<file path="src/rtl/sink_arb_pkg.sv">
// Shared definitions for the sink arbiter: default sizing and FSM encoding.
package sink_arb_pkg;

    localparam int SINK_ARB_NUM_SINKS      = 8;
    localparam int SINK_ARB_LOG2_NUM_SINKS = 3;

    typedef enum logic {
        IDLE  = 1'b0,
        GRANT = 1'b1
    } arb_state_e;

endpackage

</file>
<file path="src/rtl/rr_prio_pick.sv">
// Combinational winner search over the sink requests.
// Fixed mode returns the lowest set index. RR mode returns the first set bit
// at or after ptr, wrapping through index 0. The search runs over the request
// vector doubled: the lower copy keeps only bits at or above ptr, and the upper
// copy keeps every bit. The lowest hit in this doubled vector, folded back by
// NUM_SINKS, is the round-robin winner.
module rr_prio_pick #(
    parameter int NUM_SINKS      = 8,
    parameter int LOG2_NUM_SINKS = 3
) (
    input  logic [NUM_SINKS-1:0]      valids,
    input  logic [LOG2_NUM_SINKS-1:0] ptr,
    input  logic                      rr_mode,
    output logic [LOG2_NUM_SINKS-1:0] pick_idx,
    output logic                      pick_found
);

    localparam int PW = LOG2_NUM_SINKS + 1;

    logic [NUM_SINKS-1:0]   w_mask;
    logic [2*NUM_SINKS-1:0] w_dbl;
    logic [PW-1:0]          w_pos;
    logic                   w_hit;

    // Lower-copy mask: in RR mode keep bits at or above ptr. In fixed mode keep every bit.
    always_comb begin
        w_mask = '0;
        for (int i = 0; i < NUM_SINKS; i++) begin
            w_mask[i] = !rr_mode || (i >= int'(ptr));
        end
    end

    assign w_dbl = {valids, valids & w_mask};

    // Lowest-set-bit search over the doubled vector, ascending index.
    always_comb begin
        w_hit = 1'b0;
        w_pos = '0;
        for (int i = 0; i < 2*NUM_SINKS; i++) begin
            if (!w_hit && w_dbl[i]) begin
                w_hit = 1'b1;
                w_pos = PW'(i);
            end
        end
    end

    assign pick_found = w_hit;
    assign pick_idx   = LOG2_NUM_SINKS'((w_pos >= PW'(NUM_SINKS)) ? (w_pos - PW'(NUM_SINKS)) : w_pos);

endmodule

</file>
<file path="src/rtl/sink_arbiter_rr.sv">
// Registered sink arbiter with a fixed-priority mode and a round-robin mode.
// The arbiter holds each grant until the downstream accepts it. grant_idx
// drives the select input of the interconnect output mux.
// Optional build macro ARB_PKT_LOCK_EN: the grant is locked for a whole packet.
// The lock is released only when an accept arrives with last=1.
module sink_arbiter_rr
    import sink_arb_pkg::*;
#(
    parameter int NUM_SINKS      = SINK_ARB_NUM_SINKS,
    parameter int LOG2_NUM_SINKS = SINK_ARB_LOG2_NUM_SINKS
) (
    input  logic                      clk,
    input  logic                      rst_n,
    input  logic [NUM_SINKS-1:0]      valids,
    input  logic                      ready,
    input  logic                      rr_mode,
    input  logic                      last,
    output logic                      grant_valid,
    output logic [LOG2_NUM_SINKS-1:0] grant_idx,
    output logic [NUM_SINKS-1:0]      grant_onehot
);

    arb_state_e                r_state, w_state_nxt;
    logic [LOG2_NUM_SINKS-1:0] r_ptr, w_ptr_nxt;
    logic [LOG2_NUM_SINKS-1:0] r_grant_idx, w_idx_nxt;
    logic                      r_grant_valid, w_gv_nxt;
    logic [NUM_SINKS-1:0]      r_grant_onehot, w_oh_nxt;

    logic                      w_accept;
    logic                      w_withdrawn;
    logic                      w_release;
    logic                      w_reopen;
    logic                      w_adv_ptr;
    logic                      w_arb;
    logic [LOG2_NUM_SINKS-1:0] w_ptr_inc;
    logic [LOG2_NUM_SINKS-1:0] w_pick_ptr;
    logic [LOG2_NUM_SINKS-1:0] w_pick_idx;
    logic                      w_pick_found;

    assign w_accept    = r_grant_valid & ready;
    // The one-hot register avoids indexing valids with a possibly wide index.
    assign w_withdrawn = ~|(valids & r_grant_onehot);

`ifdef ARB_PKT_LOCK_EN
    // Only the final beat of a packet ends the grant. Withdrawal does not release the lock.
    assign w_release = w_accept & last;
    assign w_reopen  = 1'b0;
`else
    logic w_unused_last;
    assign w_unused_last = last;
    assign w_release     = w_accept;
    assign w_reopen      = ~ready & w_withdrawn;
`endif

    // Explicit wrap so that sink counts that are not a power of 2 cycle correctly.
    assign w_ptr_inc  = (r_grant_idx == LOG2_NUM_SINKS'(NUM_SINKS - 1)) ? '0
                                                                         : r_grant_idx + LOG2_NUM_SINKS'(1);
    assign w_adv_ptr  = w_release & rr_mode;
    // When a re-arbitration follows an accept, it uses the pointer that has just been advanced.
    assign w_pick_ptr = w_adv_ptr ? w_ptr_inc : r_ptr;

    rr_prio_pick #(
        .NUM_SINKS      (NUM_SINKS),
        .LOG2_NUM_SINKS (LOG2_NUM_SINKS)
    ) u_pick (
        .valids     (valids),
        .ptr        (w_pick_ptr),
        .rr_mode    (rr_mode),
        .pick_idx   (w_pick_idx),
        .pick_found (w_pick_found)
    );

    // Next-state logic: decide when to arbitrate and load the winner or fall back to IDLE.
    always_comb begin
        w_state_nxt = r_state;
        w_ptr_nxt   = r_ptr;
        w_idx_nxt   = r_grant_idx;
        w_gv_nxt    = r_grant_valid;
        w_oh_nxt    = r_grant_onehot;
        w_arb       = 1'b0;
        case (r_state)
            IDLE:  w_arb = 1'b1;
            GRANT: begin
                if (w_adv_ptr) w_ptr_nxt = w_ptr_inc;
                w_arb = w_release | w_reopen;
            end
            default: w_arb = 1'b1;
        endcase
        if (w_arb) begin
            if (w_pick_found) begin
                w_state_nxt = GRANT;
                w_gv_nxt    = 1'b1;
                w_idx_nxt   = w_pick_idx;
                w_oh_nxt    = NUM_SINKS'(1) << w_pick_idx;
            end else begin
                w_state_nxt = IDLE;
                w_gv_nxt    = 1'b0;
                w_oh_nxt    = '0;
            end
        end
    end

    // State, pointer and output registers. The reset clears them asynchronously.
    always_ff @(posedge clk or negedge rst_n) begin
        if (!rst_n) begin
            r_state        <= IDLE;
            r_ptr          <= '0;
            r_grant_idx    <= '0;
            r_grant_valid  <= 1'b0;
            r_grant_onehot <= '0;
        end else begin
            r_state        <= w_state_nxt;
            r_ptr          <= w_ptr_nxt;
            r_grant_idx    <= w_idx_nxt;
            r_grant_valid  <= w_gv_nxt;
            r_grant_onehot <= w_oh_nxt;
        end
    end

    assign grant_valid  = r_grant_valid;
    assign grant_idx    = r_grant_idx;
    assign grant_onehot = r_grant_onehot;

endmodule

</file>
<file path="config.mk">
export PLATFORM = sky130hd
export DESIGN_NAME = sink_arbiter_rr
export DESIGN_NICKNAME = d
export VERILOG_FILES = /design/src/rtl/sink_arb_pkg.sv /design/src/rtl/rr_prio_pick.sv /design/src/rtl/sink_arbiter_rr.sv
export SDC_FILE = /design/constraint.sdc
export NUM_CORES = 1
export LEC_CHECK = 0
export CORE_MARGIN = 2
export CORE_UTILIZATION = 55
export CTS_BUF_LIST = sky130_fd_sc_hd__clkbuf_4 sky130_fd_sc_hd__clkbuf_8
export DETAILED_ROUTE_END_ITERATION = 10
export DONT_BUFFER_PORTS = 1
export HOLD_SLACK_MARGIN = 0.02
export PLACE_DENSITY_LB_ADDON = 0.25
export SLEW_MARGIN = 25
export SYNTH_ARGS = -nofsm -noshare
export SYNTH_HDL_FRONTEND = slang
export SYNTH_SLANG_ARGS = --single-unit
</file>
<file path="constraint.sdc">
create_clock -name clk -period 3.15 [get_ports clk]
set_input_delay 0.4725 -clock clk [delete_from_list [all_inputs] [get_ports clk]]
set_output_delay 0.4725 -clock clk [all_outputs]
set_load 0.01 [all_outputs]
</file>
Yosys cells after proc, flatten, opt, wreduce, memory -nomap -nowiden

Index checks and enable logic that the tools add are counted.

Input port bits: 13
Flip-flop bits (word level): 15
Output and inout port bits: 12
Word-level logic and storage cells: 102

Multiplexer cells: 37
Shift operators: 1
Reduce and logical (&&, ||, !) cells: 41
Add/subtract/negate cells: 2
Equal/unequal tests: 1
$lt $le $gt $ge: 8
Bitwise gates (word level): 8

Operators with widths:

| kind                  | count |
|---|---|
| $mux W4               | 8 |
| $mux W3               | 7 |
| $mux W1               | 18 |
| $logic_not A1 Y1      | 17 |
| $and A8 B8 Y8         | 2 |
| $logic_and A1 B1 Y1   | 15 |
| $ge A3 B3 Y1 const A  | 3 |
| $mux W8               | 1 |
| $reduce_or A8 Y1      | 1 |
| $shl A1 B3 Y8 const A | 1 |
| $logic_or A1 B1 Y1    | 7 |
| $ge A1 B3 Y1 const A  | 2 |
| $ge A2 B3 Y1 const A  | 2 |
| $ge A4 B4 Y1 const B  | 1 |
| $mux W2               | 2 |
| $add A3 B1 Y3 const B | 1 |
| $and A1 B1 Y1         | 3 |
| $eq A3 B3 Y1 const B  | 1 |
| $sub A3 B1 Y3 const B | 1 |
| $not A1 Y1            | 2 |
| $pmux W1 S2           | 1 |
| $reduce_and A2 Y1     | 1 |
| $or A1 B1 Y1          | 1 |

Logic depth before layout (Yosys ltp)

Depth after elaboration: 56
Mapped depth: 8
Depth with buffers taken out: 8

Hierarchy

A second synthesis with hierarchy kept.

Cell total of the unflattened synthesis: 101
Area total of the unflattened synthesis: 1009.7 sq um

By module, submodules not included:

| module          | instances | area each (sq um) | cells each | sequential area each (sq um) |
|---|---|---|---|---|
| sink_arbiter_rr | 1         | 740.7             | 58         | 375.4 |
| rr_prio_pick    | 1         | 269.0             | 43         | 0.0 |

Worst setup path after synthesis

Ideal clock, no wire load.

Path type: register to register
Start point: register r_grant_idx[0], in the netlist grant_idx[0]
End point: register r_grant_onehot[0], in the netlist grant_onehot[0]
Library setup time: 0.076 ns
Period minus slack after synthesis: 2.349 ns
Arrival time: 2.272 ns
Data required time: 3.074 ns
Path buffers: 0
Stages on the path, launching flop included: 9
Path slack: 0.801 ns
Cells stage by stage: dfrtp_1 -> ha_1 -> ha_1 -> and4_1 -> a21oi_1 -> a211o_1 -> or3_1 -> o41a_1 -> o21ai_1

Cells in the longest elaborated chain, start to end: 56
Elaborated cells on any way between the ends: 85
Those cells by class: 2 x add/sub; 8 x order compare; 1 x eq/ne; 1 x shift; 35 x mux; 1 x bitwise; 37 x reduce/logical

Ends and longest elaborated chain:

| item                                                 | line                                         | RTL |
|---|---|---|
| start, declared                                      | sink_arbiter_rr.sv:25                        | `logic [LOG2_NUM_SINKS-1:0] r_grant_idx, w_idx_nxt;` |
| start signal, assigned                               | sink_arbiter_rr.sv:114                       | `r_grant_idx <= w_idx_nxt;` |
| $add A3 B1 Y3 / $eq A3 B3 Y1 (equally long branches) | sink_arbiter_rr.sv:57, sink_arbiter_rr.sv:56 |  |
| $mux W3 *                                            | sink_arbiter_rr.sv:56                        | `assign w_ptr_inc = (r_grant_idx == LOG2_NUM_SINKS'(NUM_SINKS - 1)) ? '0` |
| $mux W3 *                                            | n/a                                          |  |
| $ge A1 B3 Y1                                         | rr_prio_pick.sv:29                           | `w_mask[i] = !rr_mode \|\| (i >= int'(ptr));` |
| $logic_or A1 B1 Y1                                   | rr_prio_pick.sv:29                           |  |
| $and A8 B8 Y8 *                                      | rr_prio_pick.sv:33                           | `assign w_dbl = {valids, valids & w_mask};` |
| $mux W1                                              | rr_prio_pick.sv:40                           | `if (!w_hit && w_dbl[i]) begin` |
| $logic_not A1 Y1                                     | rr_prio_pick.sv:40                           |  |
| [40 not listed]                                      | n/a                                          |  |
| $mux W1                                              | rr_prio_pick.sv:40                           |  |
| $logic_not A1 Y1                                     | rr_prio_pick.sv:40                           |  |
| $logic_and A1 B1 Y1                                  | rr_prio_pick.sv:40                           |  |
| $mux W4                                              | rr_prio_pick.sv:40                           |  |
| $ge A4 B4 Y1 / $sub A3 B1 Y3 (equally long branches) | rr_prio_pick.sv:48                           | `assign pick_idx = LOG2_NUM_SINKS'((w_pos >= PW'(NUM_SINKS)) ? (w_pos - PW'(NUM_SINKS)) : w_pos);` |
| $mux W3                                              | rr_prio_pick.sv:48                           |  |
| $shl A1 B3 Y8                                        | sink_arbiter_rr.sv:94                        | `w_oh_nxt = NUM_SINKS'(1) << w_pick_idx;` |
| $mux W8 *                                            | sink_arbiter_rr.sv:90                        | `if (w_pick_found) begin` |
| end signal, assigned                                 | sink_arbiter_rr.sv:116                       | `r_grant_onehot <= w_oh_nxt;` |
| end, declared                                        | sink_arbiter_rr.sv:27                        | `logic [NUM_SINKS-1:0] r_grant_onehot, w_oh_nxt;` |

Mark *: on every way between the ends. The rest lies on a longest branch, timed or not.
A chain may end at the register's enable or synchronous reset.

Worst setup path after layout

Start point: register r_grant_idx[0], in the netlist grant_idx[0]
End point: register r_grant_onehot[2], in the netlist grant_onehot[2]

Same word-level chain as after synthesis.

==> impl_metrics.csv <==
group,metric,value,unit
status,outcome,"completed",
grt,grt_pass1_wl,4600,um
logic_synthesis,seq_area_frac_synth,33.9,%
setup_path,cp.buffers_inverters,0,
timing,min_period,2.81,ns
setup_path,max_stage_delay,0.57,ns
power,clkPwrFrac,13.2,%
setup_path,cp-end-kind,"flop",
final_layout,postLayoutCellArea,1150,um2
logic_synthesis,syn_nets,140,
timing,hold_slack,0.301,ns
place,io_buffers,0,
grt,track_usage,24.8,%
timing,max_slew_margin,51.5,%
run,maxCapViolCount,0,
route,dr.pass1.iters,4,
logic_synthesis,synthAdderAreaFrac,2.26,%
place,gp_congestion,0.881,
final_layout,nNetsFinal,142,
timing,setup-tns-final,0,ns
timing,setup_violations,0,
setup_path,crit_path_frequent_cell,"o21ai_0",
final_layout,regArea,375,um2
power,vdd_drop_max,500,uV
power,swShare,45.6,%
clock_network,cts_buffer_depth,2,
final_layout,fill_cells,190,
timing,slew_violations,0,
grt,grt-ovfl-total,0,
setup_path,critPathArrivalTime,2.98,ns
route,via_per_inst,6.70,
logic_synthesis,syn_inst,125,
power,p_leak,0.000441,uW
logic_synthesis,post_synth.cell_area_avg,8.85,um2
floorplanning,die_area,2390,um2
floorplanning,die_y,48.8,um
final_layout,area_delta_synth_final,4.07,%
route,drtIter0Drc,62,
setup_path,critical_path.slowest_cell,"o311ai_1",
clock_network,cts_buffers,3,
logic_synthesis,ys_ff_latch,15,
route,wl_per_cell,18.2,um
final_layout,num_antenna_cells,0,
floorplanning,rows,16,
logic_synthesis,yosys.area_share.simple,25.1,%
place,placed_cell_area,1110,um2
clock_network,tritoncts,"built",
logic_synthesis,yosysWarnings,0,
final_layout,drive_gt1_share,12.7,%
logic_synthesis,ys_types,44,
setup_path,crit_chain,"ha_1 > ha_1 > and4bb_2 > o21ai_0 > o311ai_1 > nand2_1 > o21ai_0 > o21ai_0",
power,p_int,466,uW
floorplanning,fp.dieW,48.8,um
logic_synthesis,synth_top_family_by_area,"compound AO/OA/AOI/OAI gates",
setup_path,path_delay_family,"compound AO/OA/AOI/OAI gates",
timing,timing.final.crit_share,89.3,%
timing,fmaxAchievable,356,MHz
timing,finalHoldViolCount,0,
timing,rsz0062_at_grt,"false",
setup_path,reg2reg_slack,0.34,ns
grt,antenna_found_initial,0,
place,preCtsSetupSlack,0.413,ns
clock_network,root_buffer,"clkbuf_4",
power,p_switching,391,uW
place,hpwl,2160,um
floorplanning,start_util,57.6,%
logic_synthesis,synth_compound_area_share,32.4,%
power,p_seq_share,41.8,%
route,ant_nets,0,
final_layout,layout_common_cells,"nand2_1, dfrtp_1, o21ai_0",
logic_synthesis,synthMuxAreaShare,1.92,%
clock_network,cts.htree.levels,1,
timing,worst_slack,0.338,ns
power,power_frac_comb,45.0,%
grt,grt_max_degree,16,
setup_path,critPathRequiredTime,3.31,ns
setup_path,start_kind,"flop",
grt,grt_pass1_vias,984,
hold_path,hold_path_class,"in -> reg",
final_layout,multiInputGateArea,682,um2
setup_path,criticalPathCategory,"reg -> reg",
floorplanning,core_area,1920,um2
route,num_vias,1025,
place,dp.cells,148,
floorplanning,num_io_pins,25,
clock_network,clk_latency,0.29,ns
power,pwr_density_cell,745,nW/um2
timing,skew,0.00240,ns
logic_synthesis,synthesis.area,1110,um2
route,drt_wl_total,2790,um
final_layout,final_cells,153,
route,drc,0,
clock_network,clk_pin_slew_worst_paths,0.09,ns
logic_synthesis,synth-xor-area-share,0,%
clock_network,clock-sinks,15,
setup_path,path_max_fanout,7,
timing,worstMarginPinSlew,0.726,ns
cell type report:
| cell class | count | area share (%) |
|---|---|---|
| Timing Repair Buffer | 1 | 0.870 |
| Tap cell | 27 | 2.93 |
| Clock buffer | 3 | 1.96 |
| Inverter | 6 | 1.96 |
| Clock inverter | 1 | 0.435 |
| Multi-Input combinational cell | 100 | 59.2 |
| Sequential cell | 15 | 32.6 |
final timing paths:
path	endpoint	depth (start not counted)	from
setup / recovery	grant_onehot[2]	8	grant_idx[0]
hold / removal	grant_valid	2	valids[7]
setup reg to reg	grant_onehot[2]	8	grant_idx[0]
hold reg to reg	r_ptr[2]	2	r_ptr[2]
max in group asynchronous	grant_idx[2]	1	rst_n
min in group asynchronous	grant_onehot[0]	1	rst_n
cells by family (layout without fill, tap and decap cells):
group / Yosys count / count (layout)
simple gates: 50 / 50
compound gates: 46 / 46
flops: 15 / 15
buf+inv: 10 / 11
fa+ha+maj: 2 / 2
mux: 2 / 2
sequential cells by signal, indices dropped and copies added, names as in the netlist:
register      cells
grant_valid       1
grant_idx         3
r_ptr             3
grant_onehot      8
power groups by stage:
stage	clock (uW)	sequential [uW]	combinational, uW
after floorplan	0	339	314
after global placement	0	357	366
after detailed placement	0	361	374
after CTS	118	357	381
after global routing	123	366	433
final	113	358	386
synthesized netlist by cell type, drive strengths merged:
library cell,number,share of area (%)
o21a,1,0.68
mux2i,1,0.91
nor3,5,2.3
nor2b,4,2.3
nand4,1,0.57
and2,1,0.57
dfrtp,15,34
ha,2,2.3
nand2,15,5.1
a31oi,1,0.57
a41oi,1,2.5
o2bb2ai,1,0.79
buf,4,2.4
o311ai,1,0.79
nor4,1,0.57
or4,1,0.68
o31ai,3,2.0
o221ai,1,0.79
a211o,1,0.79
a21boi,3,2.0
o21ai,15,6.8
nor4b,1,0.79
a221oi,1,0.79
or2,4,2.3
mux2,1,1.0
o221a,1,1.0
o41a,1,1.0
a22o,2,1.6
a21oi,4,1.8
and4,1,0.79
a32o,1,0.91
inv,6,2.0
nand2b,2,1.1
nor2,4,1.4
or3,2,1.1
a221o,1,0.91
a22oi,4,4.5
o211ai,3,2.0
and4bb,2,2.3
nor3b,3,2.0
nand3,3,1.4
repair_timing:
action / CTS / global route
buffers inserted: 0 / 0
endpoints found under the hold margin: 15 / 0
endpoints found under the setup margin: 0 / 0
hold buffers: 1 / 0
resized for setup: 0 / 0
through the flow:
stage | utilization [%] | total power [uW]
global placement | 57.9 | 723
CTS | 59.9 | 855
floorplan | - | 654
global route | 59.9 | 922
finish | 59.9 | 858
detailed placement | 57.9 | 736
per-layer routing:
| layer | track usage (%) | routed length, um |
|---|---|---|
| met4 | 6.19 | 23 |
| met2 | 41.3 | 1360 |
| met5 | 0 | 0 |
| met3 | 3.99 | 265 |
| met1 | 33.6 | 1150 |
No activity file was read; power rests on OpenSTA's default activity.
